**config.mk**
```make
export PLATFORM = sky130hd
export DESIGN_NAME = instruction_fetch_unit_flat
export DESIGN_NICKNAME = d
export VERILOG_FILES = /design/src/rtl/cpu_pkg.sv /design/src/rtl/instruction_fetch_unit_if.sv /design/src/rtl/instruction_fetch_unit_pc_register.sv /design/src/rtl/instruction_fetch_unit.sv /design/src/flat_wrapper.sv
export SDC_FILE = /design/constraint.sdc
export NUM_CORES = 1
export LEC_CHECK = 0
export ABC_AREA = 0
export CORE_UTILIZATION = 31
export DETAILED_ROUTE_END_ITERATION = 7
export PLACE_DENSITY_LB_ADDON = 0.2
export REMOVE_ABC_BUFFERS = 1
export SYNTH_ARGS = -nofsm -noshare
export SYNTH_HDL_FRONTEND = slang
export SYNTH_SLANG_ARGS = --single-unit
```
**constraint.sdc**
```tcl
create_clock -name clock -period 2.25 [get_ports clock]
set_input_delay 0.3375 -clock clock [delete_from_list [all_inputs] [get_ports clock]]
set_output_delay 0.3375 -clock clock [all_outputs]
set_load 0.005 [all_outputs]
```
**src/rtl/cpu_pkg.sv**
```systemverilog
// Shared fetch-stage definitions: widths, opcode field, NOP/HALT encodings and fetch FSM states.
// HALT_OPCODE only has an effect when FETCH_HALT_DETECT_EN is defined.
package cpu_pkg;

    localparam int PC_W       = 10;
    localparam int INSTR_W    = 32;
    localparam int OPCODE_MSB = 31;
    localparam int OPCODE_LSB = 26;

    localparam logic [INSTR_W-1:0]            NOP_WORD    = '0;
    localparam logic [OPCODE_MSB-OPCODE_LSB:0] HALT_OPCODE = 6'b111111;

    typedef enum logic [1:0] {
        BOOT = 2'd0,
        RUN  = 2'd1,
        HALT = 2'd2
    } fetch_state_t;

    function automatic logic is_halt_word(input logic [INSTR_W-1:0] word);
        return word[OPCODE_MSB:OPCODE_LSB] == HALT_OPCODE;
    endfunction

endpackage

```
**src/rtl/instruction_fetch_unit_if.sv**
```systemverilog
// Bundle between the fetch unit, instruction memory and decode, plus the fetch FSM debug state.
// if_valid qualifies the IF/ID word; decode holds it with stall=1 and takes it on any edge with stall=0.
interface instruction_fetch_unit_if;
    import cpu_pkg::*;

    logic               stall;
    logic               redirect;
    logic [PC_W-1:0]    redirect_pc;
    logic [PC_W-1:0]    imem_addr;
    logic [INSTR_W-1:0] imem_data;
    logic [INSTR_W-1:0] if_instr;
    logic [PC_W-1:0]    if_pc;
    logic [PC_W-1:0]    if_pc_plus1;
    logic               if_valid;
    logic               halted;
    fetch_state_t       dbg_state;

    modport master (
        input  stall, redirect, redirect_pc, imem_data,
        output imem_addr, if_instr, if_pc, if_pc_plus1, if_valid, halted, dbg_state
    );

    modport slave (
        output stall, redirect, redirect_pc, imem_data,
        input  imem_addr, if_instr, if_pc, if_pc_plus1, if_valid, halted, dbg_state
    );

endinterface

```
**src/rtl/instruction_fetch_unit_pc_register.sv**
```systemverilog
// Program counter: synchronous reset to RESET_PC, load beats advance, arithmetic wraps mod 2^PC_W.
module pc_register
    import cpu_pkg::*;
#(
    parameter logic [PC_W-1:0] RESET_PC = '0
) (
    input  logic            clock,
    input  logic            reset,
    input  logic            load,
    input  logic            advance,
    input  logic [PC_W-1:0] load_pc,
    output logic [PC_W-1:0] pc,
    output logic [PC_W-1:0] pc_plus1
);

    logic [PC_W-1:0] pc_q;
    logic [PC_W-1:0] pc_d;

    assign pc       = pc_q;
    assign pc_plus1 = pc_q + PC_W'(1);

    always_comb begin
        pc_d = pc_q;
        if (load) begin
            pc_d = load_pc;
        end else if (advance) begin
            pc_d = pc_plus1;
        end
    end

    always_ff @(posedge clock) begin
        if (reset) begin
            pc_q <= RESET_PC;
        end else begin
            pc_q <= pc_d;
        end
    end

endmodule

```
**src/rtl/instruction_fetch_unit.sv**
```systemverilog
// Fetch stage: owns the PC, addresses instruction memory and fills the IF/ID register.
// Optional halt detection is enabled by defining FETCH_HALT_DETECT_EN.
module instruction_fetch_unit
    import cpu_pkg::*;
#(
    parameter logic [PC_W-1:0] RESET_PC    = 10'd0,
    parameter int              IMEM_DEPTH  = 31,
    parameter int              BOOT_CYCLES = 1
) (
    input  logic                      clock,
    input  logic                      reset,
    instruction_fetch_unit_if.master  bus
);

    localparam int                BOOT_W    = (BOOT_CYCLES > 1) ? $clog2(BOOT_CYCLES) : 1;
    localparam logic [BOOT_W-1:0] BOOT_LAST = BOOT_W'(BOOT_CYCLES - 1);
    localparam logic [PC_W:0]     DEPTH_LIM = (PC_W + 1)'(IMEM_DEPTH);

    fetch_state_t       state_q, state_d;
    logic [BOOT_W-1:0]  boot_cnt_q, boot_cnt_d;
    logic [INSTR_W-1:0] if_instr_q, if_instr_d;
    logic [PC_W-1:0]    if_pc_q, if_pc_d;
    logic [PC_W-1:0]    if_pc_plus1_q, if_pc_plus1_d;
    logic               if_valid_q, if_valid_d;
`ifdef FETCH_HALT_DETECT_EN
    logic               halted_q, halted_d;
`endif

    logic               pc_load;
    logic               pc_advance;
    logic [PC_W-1:0]    pc;
    logic [PC_W-1:0]    pc_plus1;
    logic [INSTR_W-1:0] fetched;

    pc_register #(.RESET_PC(RESET_PC)) u_pc (
        .clock    (clock),
        .reset    (reset),
        .load     (pc_load),
        .advance  (pc_advance),
        .load_pc  (bus.redirect_pc),
        .pc       (pc),
        .pc_plus1 (pc_plus1)
    );

    // Addresses past the populated memory read back as NOP rather than faulting.
    assign fetched = ({1'b0, pc} < DEPTH_LIM) ? bus.imem_data : NOP_WORD;

    always_comb begin
        state_d       = state_q;
        boot_cnt_d    = boot_cnt_q;
        if_instr_d    = if_instr_q;
        if_pc_d       = if_pc_q;
        if_pc_plus1_d = if_pc_plus1_q;
        if_valid_d    = if_valid_q;
`ifdef FETCH_HALT_DETECT_EN
        halted_d      = halted_q;
`endif
        pc_load       = 1'b0;
        pc_advance    = 1'b0;

        case (state_q)
            BOOT: begin
                if (boot_cnt_q == BOOT_LAST) begin
                    state_d = RUN;
                end else begin
                    boot_cnt_d = boot_cnt_q + BOOT_W'(1);
                end
            end
            RUN: begin
                // A redirect flushes the wrong-path word even while decode is stalled.
                if (bus.redirect) begin
                    pc_load    = 1'b1;
                    if_valid_d = 1'b0;
                end else if (!bus.stall) begin
                    if_instr_d    = fetched;
                    if_pc_d       = pc;
                    if_pc_plus1_d = pc_plus1;
                    if_valid_d    = 1'b1;
                    pc_advance    = 1'b1;
`ifdef FETCH_HALT_DETECT_EN
                    if (is_halt_word(fetched)) begin
                        state_d  = HALT;
                        halted_d = 1'b1;
                    end
`endif
                end
            end
`ifdef FETCH_HALT_DETECT_EN
            HALT: begin
                if_valid_d = 1'b0;
                if (bus.redirect) begin
                    pc_load  = 1'b1;
                    halted_d = 1'b0;
                    state_d  = RUN;
                end
            end
`endif
            default: begin
                state_d = BOOT;
            end
        endcase
    end

    always_ff @(posedge clock) begin
        if (reset) begin
            state_q       <= BOOT;
            boot_cnt_q    <= '0;
            if_instr_q    <= '0;
            if_pc_q       <= '0;
            if_pc_plus1_q <= '0;
            if_valid_q    <= 1'b0;
`ifdef FETCH_HALT_DETECT_EN
            halted_q      <= 1'b0;
`endif
        end else begin
            state_q       <= state_d;
            boot_cnt_q    <= boot_cnt_d;
            if_instr_q    <= if_instr_d;
            if_pc_q       <= if_pc_d;
            if_pc_plus1_q <= if_pc_plus1_d;
            if_valid_q    <= if_valid_d;
`ifdef FETCH_HALT_DETECT_EN
            halted_q      <= halted_d;
`endif
        end
    end

    assign bus.imem_addr   = pc;
    assign bus.if_instr    = if_instr_q;
    assign bus.if_pc       = if_pc_q;
    assign bus.if_pc_plus1 = if_pc_plus1_q;
    assign bus.if_valid    = if_valid_q;
    assign bus.dbg_state   = state_q;
`ifdef FETCH_HALT_DETECT_EN
    assign bus.halted      = halted_q;
`else
    assign bus.halted      = 1'b0;
`endif

endmodule
```
**src/flat_wrapper.sv**
```systemverilog
// flat-port wrapper written by rule: the top's interface ports become plain ports
module instruction_fetch_unit_flat import cpu_pkg::*;
#(
    parameter logic [PC_W-1:0] RESET_PC    = 10'd0,
    parameter int              IMEM_DEPTH  = 31,
    parameter int              BOOT_CYCLES = 1
)
  (clock, reset, bus_stall, bus_redirect, bus_redirect_pc, bus_imem_data, bus_imem_addr, bus_if_instr, bus_if_pc, bus_if_pc_plus1, bus_if_valid, bus_halted, bus_dbg_state);
  instruction_fetch_unit_if bus_i ();
  input  logic clock;
  input  logic reset;
  input wire logic [$bits(bus_i.stall)-1:0] bus_stall;
  input wire logic [$bits(bus_i.redirect)-1:0] bus_redirect;
  input wire logic [$bits(bus_i.redirect_pc)-1:0] bus_redirect_pc;
  input wire logic [$bits(bus_i.imem_data)-1:0] bus_imem_data;
  output wire logic [$bits(bus_i.imem_addr)-1:0] bus_imem_addr;
  output wire logic [$bits(bus_i.if_instr)-1:0] bus_if_instr;
  output wire logic [$bits(bus_i.if_pc)-1:0] bus_if_pc;
  output wire logic [$bits(bus_i.if_pc_plus1)-1:0] bus_if_pc_plus1;
  output wire logic [$bits(bus_i.if_valid)-1:0] bus_if_valid;
  output wire logic [$bits(bus_i.halted)-1:0] bus_halted;
  output wire logic [$bits(bus_i.dbg_state)-1:0] bus_dbg_state;
  assign bus_i.stall = bus_stall;
  assign bus_i.redirect = bus_redirect;
  assign bus_i.redirect_pc = bus_redirect_pc;
  assign bus_i.imem_data = bus_imem_data;
  assign bus_imem_addr = bus_i.imem_addr;
  assign bus_if_instr = bus_i.if_instr;
  assign bus_if_pc = bus_i.if_pc;
  assign bus_if_pc_plus1 = bus_i.if_pc_plus1;
  assign bus_if_valid = bus_i.if_valid;
  assign bus_halted = bus_i.halted;
  assign bus_dbg_state = bus_i.dbg_state;
  instruction_fetch_unit #(.RESET_PC(RESET_PC), .IMEM_DEPTH(IMEM_DEPTH), .BOOT_CYCLES(BOOT_CYCLES)) u_core (.clock(clock), .reset(reset), .bus(bus_i));
endmodule
```
==> results of run 1 <==
[Yosys cell counts, drive strengths merged, types with 2 or more instances]
| library cell | count |
|---|---|
| xnor2 | 7 |
| nor3 | 6 |
| dfxtp | 64 |
| o41ai | 2 |
| nand2 | 63 |
| nand3 | 37 |
| nor2 | 19 |
| o21ai | 8 |
| nand2b | 2 |
| and4 | 2 |
| mux2i | 2 |
| a22oi | 4 |
| buf | 17 |
| a211oi | 3 |
| o31ai | 2 |
| clkbuf | 14 |
| and2 | 2 |
| a21oi | 55 |
[layout make-up]
class | count | area [um^2]
clock inverter | 5 | 78.8
inverter | 1 | 3.75
tap | 105 | 131
fill | 809 | 4230
clock buffer | 11 | 141
timing repair buffer | 122 | 1220
sequential | 64 | 1280
multi-input combinational | 231 | 1210
[state kept, by name, summed over array words and instances (netlist names)]
| register | cells |
|---|---|
| u_core.u_pc.pc | 10 |
| u_core.bus.if_pc_plus1 | 10 |
| u_core.bus.if_instr | 32 |
| u_core.bus.dbg_state | 1 |
| u_core.bus.if_valid | 1 |
| u_core.bus.if_pc | 10 |
[power groups by stage]
stage	sequential (uW)	combinational (uW)	clock (uW)
2_1_floorplan	1240	129	0
3_3_place_gp	1240	391	0
3_5_place_dp	1240	393	0
4_1_cts	1210	394	1140
5_1_grt	1220	424	1210
6_report	1210	389	1110
[layout by cell type (no fill, tap or decap), drive strengths merged, types with 2 or more instances in the layout]
cell type      instances
o41ai                  2
dfxtp                 64
nand2b                 2
a211oi                 3
o31ai                  2
o21ai                  8
nor2                  19
clkbuf                11
mux2i                  2
nand3                 37
nor3                   6
and2                   2
buf                   14
and4                   2
bufinv                 2
a21oi                 55
nand2                 63
conb                   2
a22oi                  4
clkdlybuf4s50        108
xnor2                  7
clkinv                 3
[worst max-delay path by stage]
| stage | slack [ns] | from | cells past startpoint | endpoint |
|---|---|---|---|---|
| after floorplan | 0.25 | u_core.bus.dbg_state[0]$_SDFFE_PP0N_ | 4 | u_core.bus.if_instr[17]$_SDFFE_PP0P_ |
| after global placement | 0.27 | bus_redirect | 5 | u_core.bus.if_pc_plus1[0]$_SDFFE_PP0P_ |
| after detailed placement | 0.25 | bus_redirect | 5 | u_core.u_pc.pc[3]$_SDFFE_PP0P_ |
| after CTS | 0.36 | u_core.u_pc.pc[5]$_SDFFE_PP0P_ | 1 | bus_imem_addr[5] |
| after global routing | 0.28 | u_core.u_pc.pc[5]$_SDFFE_PP0P_ | 1 | bus_imem_addr[5] |
| final | 0.39 | u_core.u_pc.pc[5]$_SDFFE_PP0P_ | 1 | bus_imem_addr[5] |
[stage by stage]
stage | instances | hold slack, ns | total power, uW | util | setup WS, ns
6_report | 539 | 0.383 | 2720 | 0.490 | 0.387
5_1_grt | 539 | 0.390 | 2850 | 0.490 | 0.281
4_1_cts | 539 | 0.369 | 2750 | 0.490 | 0.364
3_5_place_dp | 523 | 0.443 | 1630 | 0.464 | 0.255
3_3_place_gp | 523 | 0.437 | 1630 | 0.464 | 0.270
2_1_floorplan | 296 | 0.400 | 1370 | - | 0.247
[cell families after synthesis]
kind of cell / share of synthesized area
buffers and inverters: 0.0710
multiplexers: 0.00748
AO/OA/AOI/OAI: 0.165
adder cells (fa/ha/maj): 0.00467
XOR/XNOR: 0.0262
other: 0.00140
flip-flops: 0.479
AND/OR/NAND/NOR: 0.245
[per-layer routing]
metal	vias up	routed length, um	global-route usage
met4	0	114	0.0732
met3	9	331	0.0330
met2	64	3760	0.279
met5	-	0	0
met1	1216	3430	0.223
li1	1316	-	-
==> flow_summary.ini, run 1 <==
[worst_setup_path]
path_delay_family = buffers and inverters
slowest_stage = clkdlybuf4s50_1
cp_max_fo = 12
worstPathArrival_ns = 1.53
r2r_slack_ns = 0.44
cp_data_required_time_ns = 1.91
r2r_end = u_core.u_pc.pc[9]$_SDFFE_PP0P_
endpoint_kind = output port
r2r_cells = 4
crit_type = reg -> out
cp-start-kind = flip-flop
crit_chain = clkdlybuf4s50_1
slowest_delay_ns = 0.61
r2r-start = u_core.u_pc.pc[2]$_SDFFE_PP0P_
critPathBufInv = 1

[floorplanning]
rows = 33
die_w_um = 94.9
pin_count = 112
design.die.area_um2 = 9010
start_util = 0.323
core_um2 = 8300
dieHeight_um = 94.9

[global_route]
grt_max_degree = 37
grt_overflow = 0
grt_pass1_vias = 2365
grt_usage = 0.173
grt_pass1_wl_mm = 11.8
antenna_found_initial = 0

[route]
route.detailed.drc = 0
antenna_left = 0
drt_first_iter_violations = 135
vias = 2605
viasPerCell = 4.83
firstDrtPassIters = 4
drt-total-wl_mm = 7.64
wl_per_cell_um = 14.2

[sta]
max_freq_mhz = 537
slew_viol_final = 0
slew_headroom = 0.568
finClkSkew_ns = 0.00746
finalSetupViolations = 0
hold_viol = 0
period_share = 0.828
worst_pin_slew_ns = 0.642
post-route-min-period_ns = 1.86
tns_ns = 0
rsz0062_at_grt = no

[clock_network]
clkTransAtPathRegs_ns = 0.07
postCtsSetupBuffers = 0
clk_path_buf_depth = 2
cts_made_buffers = 9
cts_tree = built
postCtsResizedCells = 0
clkSinkCount = 64
worst_skew_pair.late_latency_ns = 0.34
hold_buffers = 0
root_buffer = clkbuf_8
cts_max_level = 3

[yosys]
synth_edf_count = 0
synth_top_flop_cell = dfxtp_1
syn_avg_cell_area_um2 = 8.21
synth_top_cell_area_share = 0.479
yosysTopAreaCell = dfxtp_1
syn_area_um2 = 2680
synth.distinct_cells = 43
yosys_warnings = 0
yosysSeqAreaShare = 0.479
synth_area_leaders = dfxtp_1, a21oi_1, nand2_1
ys_ff_latch = 64
synthArstFlopShare = 0
synthCells = 326

[pwr]
leakage_uw = 0.00139
seq_power_share = 0.446
power_density_nw_per_um2 = 668
vdd_drop_max_uv = 307
p_comb_frac = 0.143
netSwitchingFraction = 0.248
switchingPower_uw = 673
intPower_uw = 2040
clkPwrFrac = 0.410

[place]
routabilityCongestion = 0.823
port_buffers = 109
dp_hpwl_mm = 5.28
place_area_um2 = 3850

[worst_hold_path]
worstHoldStart = reset
min_to = u_core.bus.dbg_state[0]$_SDFFE_PP0N_
holdPathStages = 3
hold_class = in -> reg

[finish]
areaGrowthSynthToFinish_pct = 52.0
final_cell_area_um2 = 4070
drive_gt1_frac = 0.0876
antennaDiodeCount = 0
fin_nets = 476

[flow_run]
cap_viol_max_count = 0

[outcome]
status = finished clean
Power figures use the tool's default switching activity.
==> run 2, diff against run 1 <==
==> constraint.sdc (replaced) <==
create_clock -name clock -period 1.9 [get_ports clock]
set_input_delay 0.285 -clock clock [delete_from_list [all_inputs] [get_ports clock]]
set_output_delay 0.285 -clock clock [all_outputs]
set_load 0.005 [all_outputs]
==> run 2 against run 1 <==
Sequential power grew 17%; clock power about the same; register-to-register slack got worse by 0.15 ns; first-iteration DRC count shrank 33%; via count increased by 0.31%; sequential share of layout area is 0.42 points lower; hold slack got worse by 0.057 ns; largest cell class is now buffers; highest routed layer unchanged.
==> flow_summary.ini, run 2 (synthesis gave the netlist of run 1 again) <==
[route]
top_layer = met4
wl_met1_mm = 3.45
drt_first_iter_violations = 90
wl_met3_um = 314
drt-total-wl_mm = 7.65
route.detailed.drc = 0
firstDrtPassIters = 4
vias = 2613
dr_wl_met2_mm = 3.78
antenna_left = 0
viasPerCell = 4.76
wl_per_cell_um = 13.9

[sta]
hold_viol = 0
finClkSkew_ns = 0.00687
post-route-min-period_ns = 1.69
period_share = 0.887
finalSetupViolations = 0
max_freq_mhz = 593
rsz0062_at_grt = no
slew_viol_final = 0

[worst_setup_path]
cp-start-kind = flip-flop
path_delay_family = buffers and inverters
cp_max_fo = 5
worstPathArrival_ns = 1.40
slowest_stage = clkdlybuf4s50_1
slowest_delay_ns = 0.49
cp_data_required_time_ns = 1.62
endpoint_kind = output port
crit_type = reg -> out
crit_chain = buf_4 -> clkdlybuf4s50_1
critPathBufInv = 2

[pwr]
vdd_drop_max_uv = 322
leakage_uw = 0.00142
power_density_nw_per_um2 = 737
intPower_uw = 2260
clkPwrFrac = 0.370
p_comb_frac = 0.163
netSwitchingFraction = 0.257
seq_power_share = 0.467
power_uw = 3040
switchingPower_uw = 781

[finish]
antennaDiodeCount = 0
drive_gt1_frac = 0.108
largest_register_ffs = 32
fin_nets = 486
fill_cells = 798
areaGrowthSynthToFinish_pct = 54.0
most-common-layout-cells = clkdlybuf4s50_1, dfxtp_1, nand2_1
fin_util = 0.497
final_common_cell = clkdlybuf4s50_1
seqCellArea_um2 = 1280
multi_input_area_um2 = 1210

[outcome]
status = finished clean

[global_route]
antenna_found_initial = 0
grt_max_degree = 59
grt_pass1_vias = 2441
grt_usage = 0.172
grt_pass1_wl_mm = 11.8
grt_overflow = 0

[clock_network]
clkTransAtPathRegs_ns = 0.07
clk_path_buf_depth = 2
cts_made_buffers = 9
clkSinkCount = 64
cts_tree = built
worst_skew_pair.late_latency_ns = 0.34
cts_max_level = 3
root_buffer = clkbuf_8
hold_buffers = 0
postCtsResizedCells = 0
postCtsSetupBuffers = 0

[floorplanning]
die_w_um = 94.9
dieHeight_um = 94.9
rows = 33
core_um2 = 8300
design.die.area_um2 = 9010
start_util = 0.323
pin_count = 112

[place]
dp_hpwl_mm = 5.31
port_buffers = 109
routabilityCongestion = 0.800

[flow_run]
cap_viol_max_count = 0

[worst_hold_path]
hold_class = in -> reg
==> run 2: cell count changes in the layout (fill, tap and decap cells not counted) <==
cell / change
buf_12: +1
clkinv_2: +1
bufinv_16: -1
clkbuf_8: -1
clkinvlp_4: +2
buf_4: +9
inv_6: -1
==> run 2: worst paths after layout <==
kind	from	endpoint	slack, ns	depth (start not counted)
max	u_core.u_pc.pc[2]$_SDFFE_PP0P_	bus_imem_addr[2]	0.21	2
min	reset	u_core.bus.dbg_state[0]$_SDFFE_PP0N_	0.33	2
max reg2reg	u_core.u_pc.pc[1]$_SDFFE_PP0P_	u_core.bus.if_instr[28]$_SDFFE_PP0P_	0.29	6
min reg2reg	u_core.bus.if_instr[29]$_SDFFE_PP0P_	u_core.bus.if_instr[29]$_SDFFE_PP0P_	0.45	2
==> run 2: cell type report <==
cell class                      instances  share of cell area
Tap cell                              105              0.0319
Inverter                                1            0.000910
Clock buffer                           10              0.0309
Timing Repair Buffer                  132               0.317
Sequential cell                        64               0.311
Clock inverter                          6              0.0146
Multi-Input combinational cell        231               0.294
==> run 2: through the flow <==
step	setup TNS, ns	hold WS [ns]	setup slack, ns	instances	area [um^2]
6_report	0	0.326	0.215	549	4120
5_1_grt	0	0.327	0.159	549	4120
4_1_cts	0	0.312	0.187	549	4120
3_5_place_dp	0	0.442	0.0578	533	3940
3_3_place_gp	0	0.437	0.0899	533	3940
2_1_floorplan	-4.37	0.347	-0.103	296	2490
==> run 2: metal layers <==
metal  vias to the layer above  global-route usage
li1                       1347                   -
met1                      1190               0.216
met3                         9              0.0314
met2                        67               0.280
met5                         -                   0
met4                         0              0.0859
==> run 2: power groups by stage <==
stage	clock, uW	sequential (uW)	combinational, uW
final	1120	1420	494
after global routing	1220	1430	536
after CTS	1160	1420	499
after detailed placement	0	1450	497
after global placement	0	1450	496
after floorplan	0	1470	153
